## config.mk

```make
export PLATFORM = sky130hd
export DESIGN_NAME = fetch_stage
export DESIGN_NICKNAME = d
export VERILOG_FILES = /design/src/rtl/fetch_pkg.sv /design/src/rtl/fetch_hold_reg.sv /design/src/rtl/fetch_stage.sv
export SDC_FILE = /design/constraint.sdc
export NUM_CORES = 1
export LEC_CHECK = 0
export ABC_AREA = 1
export ABC_CLOCK_PERIOD_IN_PS = 2700
export BUFFER_PORTS_ARGS = -buffer_cell sky130_fd_sc_hd__buf_2
export CAP_MARGIN = 5
export CORE_MARGIN = 1
export CORE_UTILIZATION = 40
export CTS_CLUSTER_DIAMETER = 120
export DETAILED_ROUTE_END_ITERATION = 7
export PLACE_DENSITY = 0.62
export SLEW_MARGIN = 20
export SYNTH_ARGS = -nofsm -noshare
export SYNTH_HDL_FRONTEND = slang
export SYNTH_SLANG_ARGS = --single-unit
```

## constraint.sdc

```tcl
create_clock -name clock -period 2.7 [get_ports clock]
set_input_delay 0.27 -clock clock [delete_from_list [all_inputs] [get_ports clock]]
set_output_delay 0.27 -clock clock [all_outputs]
set_load 0.02 [all_outputs]
```

## src/rtl/fetch_pkg.sv

```systemverilog
// Shared types and constants for the instruction-fetch stage.
package fetch_pkg;

    typedef enum logic [1:0] {
        BOOT   = 2'd0,
        RUN    = 2'd1,
        HOLD   = 2'd2,
        SQUASH = 2'd3
    } fetch_state_t;

    localparam logic [31:0] NOP_INSN = 32'h0;

endpackage

```

## src/rtl/fetch_hold_reg.sv

```systemverilog
// Hold register: keeps the instruction shown to F/D stable while downstream stalls.
module fetch_hold_reg
    import fetch_pkg::*;
#(
    parameter int PC_W   = 12,
    parameter int INSN_W = 32
) (
    input  logic              clock,
    input  logic              clear_n,
    input  logic              load,
    input  logic [INSN_W-1:0] insn,
    input  logic [PC_W-1:0]   pc_plus,
    input  logic              valid,
    output logic [INSN_W-1:0] hold_insn,
    output logic [PC_W-1:0]   hold_pc_plus,
    output logic              hold_valid
);

    // Capture the live output on load; async clear empties the register.
    always_ff @(posedge clock or negedge clear_n) begin
        if (!clear_n) begin
            hold_insn    <= '0;
            hold_pc_plus <= '0;
            hold_valid   <= 1'b0;
        end else if (load) begin
            hold_insn    <= insn;
            hold_pc_plus <= pc_plus;
            hold_valid   <= valid;
        end
    end

endmodule

```

## src/rtl/fetch_stage.sv

```systemverilog
// Instruction-fetch stage: owns the PC, drives imem, feeds the F/D latch.
//
// state  | meaning
// BOOT   | first cycle after reset, no data returned yet, emit bubble
// RUN    | imem data is live and forwarded to F/D
// HOLD   | downstream stalled, replay the captured instruction
// SQUASH | wrong-path word returning after a redirect, emit bubble
module fetch_stage
    import fetch_pkg::*;
#(
    parameter int              PC_W     = 12,
    parameter int              INSN_W   = 32,
    parameter logic [PC_W-1:0] RESET_PC = '0
) (
    input  logic              clock,
    input  logic              reset,
    input  logic              i_stall,
    input  logic              i_redirect,
    input  logic [PC_W-1:0]   i_redirect_target,
    input  logic [INSN_W-1:0] i_imem_data,
    output logic [PC_W-1:0]   o_imem_addr,
    output logic [INSN_W-1:0] o_insn,
    output logic [PC_W-1:0]   o_PC_plus,
    output logic              o_valid
);

    fetch_state_t      state_q, state_d;
    logic [PC_W-1:0]   pc_q, pc_d;
    logic [PC_W-1:0]   inflight_pc_q;
    logic [PC_W-1:0]   pc_inc;
    logic [PC_W-1:0]   live_pc_plus;
    logic              hold_load;
    logic [INSN_W-1:0] hold_insn_q;
    logic [PC_W-1:0]   hold_pcp_q;
    logic              hold_valid_q;

    // Address wraps modulo 2^PC_W; the returned word's PC+1 wraps the same way.
    assign pc_inc       = pc_q + PC_W'(1);
    assign live_pc_plus = inflight_pc_q + PC_W'(1);
    assign o_imem_addr  = pc_q;

    fetch_hold_reg #(
        .PC_W   (PC_W),
        .INSN_W (INSN_W)
    ) u_hold (
        .clock        (clock),
        .clear_n      (reset),
        .load         (hold_load),
        .insn         (i_imem_data),
        .pc_plus      (live_pc_plus),
        .valid        (1'b1),
        .hold_insn    (hold_insn_q),
        .hold_pc_plus (hold_pcp_q),
        .hold_valid   (hold_valid_q)
    );

    // Next state, next PC and the F/D output selection.
    always_comb begin
        state_d   = state_q;
        pc_d      = pc_q;
        hold_load = 1'b0;
        o_insn    = INSN_W'(NOP_INSN);
        o_PC_plus = '0;
        o_valid   = 1'b0;
        case (state_q)
            BOOT, SQUASH: begin
                if (!i_stall) pc_d = pc_inc;
                state_d = RUN;
            end
            RUN: begin
                o_insn    = i_imem_data;
                o_PC_plus = live_pc_plus;
                o_valid   = 1'b1;
                if (!i_stall) begin
                    pc_d = pc_inc;
                end else begin
                    hold_load = 1'b1;
                    state_d   = HOLD;
                end
            end
            HOLD: begin
                o_insn    = hold_insn_q;
                o_PC_plus = hold_pcp_q;
                o_valid   = hold_valid_q;
                if (!i_stall) begin
                    pc_d    = pc_inc;
                    state_d = RUN;
                end
            end
            default: state_d = BOOT;
        endcase
        // A redirect beats a stall; the word already in flight is wrong-path.
        if (i_redirect) begin
            pc_d      = i_redirect_target;
            state_d   = SQUASH;
            hold_load = 1'b0;
        end
    end

    // State, PC and in-flight address registers.
    always_ff @(posedge clock or negedge reset) begin
        if (!reset) begin
            state_q       <= BOOT;
            pc_q          <= RESET_PC;
            inflight_pc_q <= RESET_PC;
        end else begin
            state_q       <= state_d;
            pc_q          <= pc_d;
            inflight_pc_q <= pc_q;
        end
    end

endmodule

```

* Yosys cells after proc, flatten, opt, wreduce, memory -nomap -nowiden
Index checks and enable logic that the tools add are counted.
** Word-level totals
- Flip-flop bits (word level) :: 71
- Output and inout bits :: 57
- Logic and storage cells :: 31
** Cells by class
- Add/sub/neg operators :: 2
- Equal/unequal tests :: 6
- Multiplexer cells :: 13
- Reductions and logical operators :: 4
** Operator list (number)
- $pmux W32 S2 :: 1
- $mux W12 :: 3
- $add A12 B1 Y12 const B :: 2
- $pmux W12 S2 :: 1
- $mux W2 :: 3
- $ne A3 B3 Y1 const B :: 2
- $pmux W2 S3 :: 1
- $eq A2 B2 Y1 const B :: 2
- $reduce_or A4 Y1 :: 1
- $mux W1 :: 3
- $ne A3 B2 Y1 const B :: 1
- $eq A2 B1 Y1 const B :: 1
- $logic_not A2 Y1 :: 1
- $pmux W1 S2 :: 1
- $reduce_and A2 Y1 :: 1
- $reduce_or A2 Y1 :: 1

* Logic depth before layout (Yosys ltp)
Gate-level depths: netlist (run 1).
- Depth in word-level cells :: 4
- Depth in mapped cells :: 10
- Mapped depth without buffers :: 9

* By module
From an unflattened synthesis (run 1), not the netlist that was laid out.
** Second synthesis, totals
- Cell total of the unflattened synthesis :: 546
- Area total of the unflattened synthesis :: 3968.8 um^2
** Modules (own cells, without submodules)
- fetch_stage :: times used 1, cells an instance 356, area an instance 2205.9 um^2, seq. area each 650.6 um^2
- fetch_hold_reg :: times used 1, cells an instance 190, area an instance 1762.9 um^2, seq. area each 1126.1 um^2

* Worst setup path before layout (run 1)
No wires, ideal clock.
- Path type :: reg2out
- From :: reg state_q[0]
- To :: out o_insn[13]
- Arrival :: 1.467 ns
- Slack :: 0.963 ns
- Cell stages (with the launch flop) :: 7
- Path buffers :: 2
- Cell sequence :: dfrtp_1 inv_1 ha_1 buf_2 clkbuf_1 nand2_1 a21oi_1
** On the way
- Word-level cells in the longest chain between the ends :: 2
- Elaborated cells on any way between the ends :: 3
** Ends and longest elaborated chain
- start: declaration :: line fetch_stage.sv:27 : fetch_state_t state_q, state_d;
- start signal: assignment :: line fetch_stage.sv:107 : state_q <= state_d;
- $eq A2 B2 Y1 / $eq A2 B1 Y1 (equally long branches) :: line fetch_stage.sv:65 : case (state_q)
- $pmux W32 S2 * :: line fetch_stage.sv:65
- end: declaration :: line fetch_stage.sv:22 : output logic [INSN_W-1:0] o_insn,
Mark *: on every way between the ends. The rest lies on a longest branch, timed or not.

* Final worst setup path (run 1)
- From :: reg state_q[0]
- To :: out o_valid
** On the way
- Word-level cells in the longest chain between the ends :: 2
- Elaborated cells on any way between the ends :: 3
** Ends and longest elaborated chain
- $eq A2 B2 Y1 / $eq A2 B1 Y1 (equally long branches) :: line fetch_stage.sv:65
- $pmux W1 S2 * :: line fetch_stage.sv:65
- end: declaration :: line fetch_stage.sv:24 : output logic o_valid
Marked as above.

==> metrics.csv, run 1 <==
stage,metric,value,unit
final_layout,Multi-input gate area,1725,µm²
yosys,post-synth top area cell,dfrtp_1,
yosys,Synth Area in Simple Gates,0.2651,
final_layout,Finished Core Util,0.4895,
cts,"Reg clk slew, reported paths",0.08,ns
yosys,syn_nets,544,
placed_design,dpl cells,682,
cts,TritonCTS buffer count,9,
sta,period utilisation layout,0.8632,
pwr,Peak VDD IR,0.0004307,V
worst_setup_path,Reg2Reg Depth,7,
final_layout,Finished Layout Cells,699,
final_layout,Filler cells,968,
global_routing,initial antenna violation count,0,
worst_setup_path,worst endpoint data arrival time,2.06,ns
detailed_routing,# DRC,0,
yosys,number of synthesized register bits,71,
cts,TritonCTS clock tree,done,
detailed_routing,Total Wirelength,8.823,mm
worst_setup_path,Required @ worst endpoint,2.43,ns
placed_design,GPL Wtd Cong,0.8550,
final_layout,Nets,637,
detailed_routing,DRT Pass-1 Iters,5,
worst_setup_path,critical path class,reg2out,
sta,Slew Limit Fails,0,
cts,maximum clock path buffer count,2,
final_layout,Area Growth Syn to Fin,19.06,%
floorplanning,I/O pin count,105,
placed_design,Place WS,0.7047,ns
yosys,main area contributors after synthesis,"dfrtp_1 (47%), nand2_1 (17%), a21oi_1 (6.8%), o21ai_0 (3.7%), nand3_1 (3.6%)",
sta,final hold vios,0,
sta,Clock Skews,0.006545,ns
cts,Worst-Skew Late Latency,0.35,ns
worst_setup_path,Critical R2R Launch,state_q[1],
sta,# setup viols final,0,
yosys,Synth Area in XOR/XNOR,0.01158,
placed_design,I/O Buffers,104,
sta,slack of the critical path,0.3693,ns
floorplanning,core area,9196,µm²
yosys,Synth async-reset ratio,1.000,
worst_setup_path,Crit. End Element,output port,
worst_hold_path,Hold Crit Depth,3,
pwr,cell leakage power,2.233,nW
cts,H-tree levels,3,
yosys,dominant synthesized flop cell,dfrtp_1,
global_routing,All-Layer GR Usage,0.1920,
sta,RSZ-0062 raised after global routing,no,
cts,CTS Root Cell,clkbuf_8,
worst_hold_path,Min-Delay Endpoint,o_imem_addr[1],
yosys,post-synth top area share,0.4699,
global_routing,first-pass GRT wire length,15.24,mm
yosys,Mapped Cells,490,
sta,final setup TNS,0,ns
run_status,outcome,"complete, no violations",
final_layout,layout cells sized above 1,0.2466,
global_routing,vias in the first global route,3299,
floorplanning,Starting Density,0.4112,
floorplanning,die height,99.23,µm
floorplanning,row cnt,35,
yosys,Synth cell types,32,
detailed_routing,vias,3505,
detailed_routing,Iter 0 DRT Violations,152,
final_layout,Seq. cell area,1777,µm²
detailed_routing,drt via density,5.014,
final_layout,# diodes,0,
final_layout,"commonest cells after routing, fill and taps aside","nand2_1 (173), buf_2 (104), dfrtp_1 (71), a21oi_1 (51), o21ai_0 (28)",
worst_setup_path,Worst setup SP type,register,
placed_design,post-DP HPWL,6.159,mm
worst_setup_path,Reg2Reg Setup Slack,0.71,ns
yosys,Netlist Area Pre-Place,3781,µm²
floorplanning,die width,99.23,µm
final_layout,"commonest non-fill, non-tap cell in the layout",nand2_1,
yosys,largest family of logic cells by synthesized area,simple AND/OR/NAND/NOR gates,
global_routing,GRT overflow,0,
yosys,share of the yosys chip area belonging to registers,0.4699,
detailed_routing,Antenna Nets Post-Route,0,
sta,Slew headroom,0.4906,
sta,Worst Tran Pin Value,0.7629,ns
run,Max Cap Violations,0,
sta,FMAX,429.1,MHz
yosys,synth warn,0,
global_routing,pin count of the biggest net entering global routing,48,
sta,min Tclk post-route,2.331,ns
cts,clock sink count,71,
detailed_routing,Routed WL per cell,12.62,µm
cts,post-CTS sizing,0,
pwr,pwr dens,988.4,nW/µm²
yosys,Post-synth EDFFs,0,
worst_hold_path,Hold/Removal Path Class,in2reg,
worst_setup_path,reg-to-reg endpoint,u_hold.hold_pc_plus[3],
yosys,Mean Syn Cell Area,7.717,µm²
worst_hold_path,hold path start,i_redirect_target[1],
yosys,post-synthesis compound-gate area fraction,0.1598,
yosys,mux share of post-synthesis cell area,0,
yosys,Synth Area in Adders,0.01985,
floorplanning,Die Footprint,9846,µm²
worst_setup_path,Crit Path Max Fanout,45,
[critical path: stages, from the launching register on]
cell and delay, ns:
dfrtp_1 0.38, inv_1 0.08, ha_1 0.31, inv_2 0.56
a211oi_1 0.16, buf_2 0.21
[synth_stat cells (4+ instances only)]
master	instances
nand3_1	27
o21ai_1	27
inv_2	4
nor2_1	20
clkbuf_1	6
dfrtp_1	71
inv_1	21
nor2_2	5
buf_6	7
ha_1	6
buf_2	12
nand4_1	6
nand2_1	173
a21oi_1	51
o21ai_0	28
[metal layers]
metal  vias to the layer above  global-route usage  routed length [µm]
met4                         0             0.05543                 113
met1                      1623              0.2581                4198
met2                        99              0.3136                4034
met5                         -                   0                   0
met3                        12             0.04146                 476
li1                       1771                   -                   -
[per-stage QoR]
step                power [mW]  hold slack, ns  instance area (µm²)
finish                   4.450          0.1868                 4502
global placement         3.678          0.3717                 4312
CTS                      4.497          0.1793                 4502
detailed placement       3.716          0.3861                 4312
floorplan                3.172        -0.02559                 3781
global route             4.849          0.1894                 4502
[cells by family (layout without fill, tap and decap cells)]
| group | count (synthesis) | in the layout |
|---|---|---|
| flops | 71 | 71 |
| simple gates | 239 | 239 |
| fa+ha+maj | 6 | 6 |
| buf+inv | 54 | 152 |
| compound gates | 115 | 115 |
| xor+xnor | 5 | 5 |
[power breakdown]
group / leakage [nW] / internal [mW] / switching (mW)
sequential: 0.851 / 1.51 / 0.316
clock: 0.0785 / 0.340 / 0.424
combinational: 1.30 / 0.615 / 1.25
total: 2.23 / 2.46 / 1.99
[registers in the layout, summed over array words and instances (netlist names)]
register,cells
u_hold.hold_insn,32
inflight_pc_q,12
o_imem_addr,12
u_hold.hold_pc_plus,12
state_q,2
u_hold.hold_valid,1
[how the worst max path moves through the flow]
stage	start	to	slack [ns]	cells past startpoint
4_1_cts	state_q[1]	o_PC_plus[3]	0.34	7
3_5_place_dp	state_q[1]	u_hold.hold_pc_plus[3]	0.70	7
5_1_grt	state_q[0]	o_PC_plus[0]	0.21	5
6_report	state_q[0]	o_valid	0.37	5
3_3_place_gp	state_q[1]	u_hold.hold_pc_plus[3]	0.72	7
2_1_floorplan	state_q[0]	o_insn[13]	0.96	6
[layout make-up]
class | count | area share
flip-flops and latches | 71 | 0.3947
multi-input cells | 365 | 0.3833
clock buffers | 9 | 0.02752
inverters | 26 | 0.02223
well taps | 111 | 0.03085
repair buffers | 110 | 0.1290
clock inverters | 7 | 0.01251
[what timing repair did]
item | CTS | global route
hold buffers | 1 | 0
setup buffers | 0 | 0
endpoints found under the hold margin | 4 | 0
Power figures use the tool's default switching activity.
==> run 2: changes to the inputs <==
PLACE_DENSITY = 0.69   (was 0.62)
==> metrics.csv, run 2 (synthesis results as in run 1) <==
stage,metric,value,unit,change
run_status,outcome,"complete, no violations",,
final_layout,layout cells sized above 1,0.2508,,+0.004249
cts,post-CTS sizing,0,,unchanged
cts,CTS Root Cell,clkbuf_8,,
detailed_routing,Routed WL per cell,13.13,µm,+4.0%
floorplanning,Starting Density,0.4112,,unchanged
pwr,Peak VDD IR,0.0003802,V,-12%
sta,Slew Limit Fails,0,,unchanged
placed_design,I/O Buffers,104,,unchanged
worst_setup_path,Required @ worst endpoint,2.43,ns,about the same
final_layout,Filler cells,906,,-6.4%
global_routing,initial antenna violation count,0,,unchanged
sta,final hold vios,0,,unchanged
worst_setup_path,Worst setup SP type,register,,
sta,min Tclk post-route,2.416,ns,+0.08529 ns
final_layout,# diodes,0,,unchanged
sta,Worst Tran Pin Value,0.8853,ns,+0.1224 ns
cts,"Reg clk slew, reported paths",0.08,ns,about the same
floorplanning,core area,9196,µm²,unchanged
placed_design,GPL Wtd Cong,0.8326,,-2.6%
final_layout,Nets,639,,+0.31%
final_layout,Area Growth Syn to Fin,18.73,%,
sta,slack of the critical path,0.2840,ns,-0.08529 ns
final_layout,Seq. cell area,1777,µm²,unchanged
sta,RSZ-0062 raised after global routing,no,,
floorplanning,die height,99.23,µm,unchanged
global_routing,All-Layer GR Usage,0.1995,,+0.007493
cts,maximum clock path buffer count,2,,unchanged
worst_setup_path,Crit Path Max Fanout,29,,-36%
worst_setup_path,Reg2Reg Setup Slack,0.72,ns,about the same
sta,Clock Skews,0.007776,ns,+0.001231 ns
worst_setup_path,largest stage delay on the critical path,0.40,ns,-0.16 ns
detailed_routing,drt via density,5.093,,+1.6%
cts,cts hold-fix bufs,0,,-1
global_routing,pin count of the biggest net entering global routing,72,,+50%
detailed_routing,Total Wirelength,9.205,mm,+4.3%
final_layout,Largest Register,u_hold.hold_insn,,
cts,Worst-Skew Late Latency,0.34,ns,about the same
worst_setup_path,Reg2Reg Depth,8,,+1
worst_setup_path,Critical R2R Launch,state_q[1],,
detailed_routing,DRT Pass-1 Iters,4,,-1
worst_setup_path,crit-path cells,inv_1 -> ha_2 -> buf_4 -> nand2_1 -> a21oi_1 -> buf_2,,
floorplanning,I/O pin count,105,,unchanged
cts,clock sink count,71,,unchanged
final_layout,design area,4489,µm²,-0.28%
global_routing,GRT overflow,0,,unchanged
detailed_routing,Antenna Nets Post-Route,0,,unchanged
pwr,cell leakage power,2.237,nW,+0.15%
sta,Slew headroom,0.4098,,-0.08085
detailed_routing,Iter 0 DRT Violations,163,,+7.2%
sta,period utilisation layout,0.8948,,+0.03159
floorplanning,die width,99.23,µm,unchanged
worst_setup_path,"Slowest-stage cell, CP",dfrtp_1,,
worst_setup_path,reg-to-reg endpoint,u_hold.hold_insn[31],,
placed_design,Place WS,0.6706,ns,-0.03415 ns
cts,TritonCTS buffer count,9,,unchanged
placed_design,post-DP HPWL,6.367,mm,+3.4%
cts,TritonCTS clock tree,done,,
sta,Hold Worst Slack,0.1279,ns,-0.05889 ns
global_routing,vias in the first global route,3341,,+1.3%
floorplanning,row cnt,35,,unchanged
placed_design,Placed Area,4324,µm²,+0.29%
final_layout,"commonest cells after routing, fill and taps aside","nand2_1 (173), buf_2 (104), dfrtp_1 (71), a21oi_1 (51), o21ai_0 (28)",,
cts,H-tree levels,3,,unchanged
cts,Post-CTS Setup Bufs,0,,unchanged
worst_setup_path,critical path class,reg2out,,
detailed_routing,vias,3570,,+1.9%
final_layout,Multi-input gate area,1728,µm²,+0.15%
final_layout,max reg flops,32,,unchanged
worst_setup_path,worst endpoint data arrival time,2.15,ns,+0.09 ns
sta,final setup TNS,0,ns,unchanged
final_layout,"commonest non-fill, non-tap cell in the layout",nand2_1,,
sta,FMAX,413.9,MHz,-3.5%
global_routing,first-pass GRT wire length,15.73,mm,+3.2%
run,Max Cap Violations,0,,unchanged
worst_hold_path,Hold/Removal Path Class,in2async,,
floorplanning,Die Footprint,9846,µm²,unchanged
sta,# setup viols final,0,,unchanged
worst_setup_path,Crit. End Element,output port,,
pwr,pwr dens,993.7,nW/µm²,+0.54%
detailed_routing,# DRC,0,,unchanged
run 2: worst max path at each step:
stage,start,end,slack [ns],cells past startpoint
finish,state_q[1],o_insn[15],0.28,6
CTS,state_q[1],o_insn[20],0.26,6
global route,state_q[1],o_insn[2],0.11,6
global placement,i_redirect,u_hold.hold_insn[17],0.72,8
detailed placement,state_q[1],o_insn[20],0.67,6
floorplan,state_q[0],o_insn[13],0.96,6
run 2: area by class of cell:
cell class | instances | share of cell area
sequential | 71 | 0.3958
clock inverter | 6 | 0.008361
clock buffer | 10 | 0.02843
timing repair buffer | 112 | 0.1293
inverter | 26 | 0.02230
tap | 111 | 0.03094
multi-input combinational | 365 | 0.3849
run 2: metal layers:
| layer | routed length, µm | GRT usage | share of wire | vias to the layer above |
|---|---|---|---|---|
| li1 | - | - | - | 1794 |
| met1 | 4280 | 0.2620 | 0.46 | 1646 |
| met2 | 4208 | 0.3259 | 0.46 | 118 |
| met3 | 583 | 0.04498 | 0.063 | 12 |
| met4 | 133 | 0.06900 | 0.014 | 0 |
| met5 | 0 | 0 | 0 | - |
run 2: metrics by stage:
step	power, mW	instances	util
floorplan	3.172	490	-
global placement	3.700	685	0.4702
detailed placement	3.762	685	0.4702
CTS	4.503	701	0.4882
global route	4.856	701	0.4882
finish	4.461	701	0.4882
run 2: power breakdown:
| part | leakage [nW] | internal, mW | switching, mW |
|---|---|---|---|
| registers | 0.851 | 1.51 | 0.316 |
| logic | 1.31 | 0.641 | 1.27 |
| clock network | 0.0781 | 0.328 | 0.396 |
run 2: critical path: cells and delay by family, from the launching register on:
family / cells / cell delay [ns]
buf+inv: 3 / 0.67
flops: 1 / 0.40
fa+ha+maj: 1 / 0.40
compound gates: 1 / 0.19
simple gates: 1 / 0.14
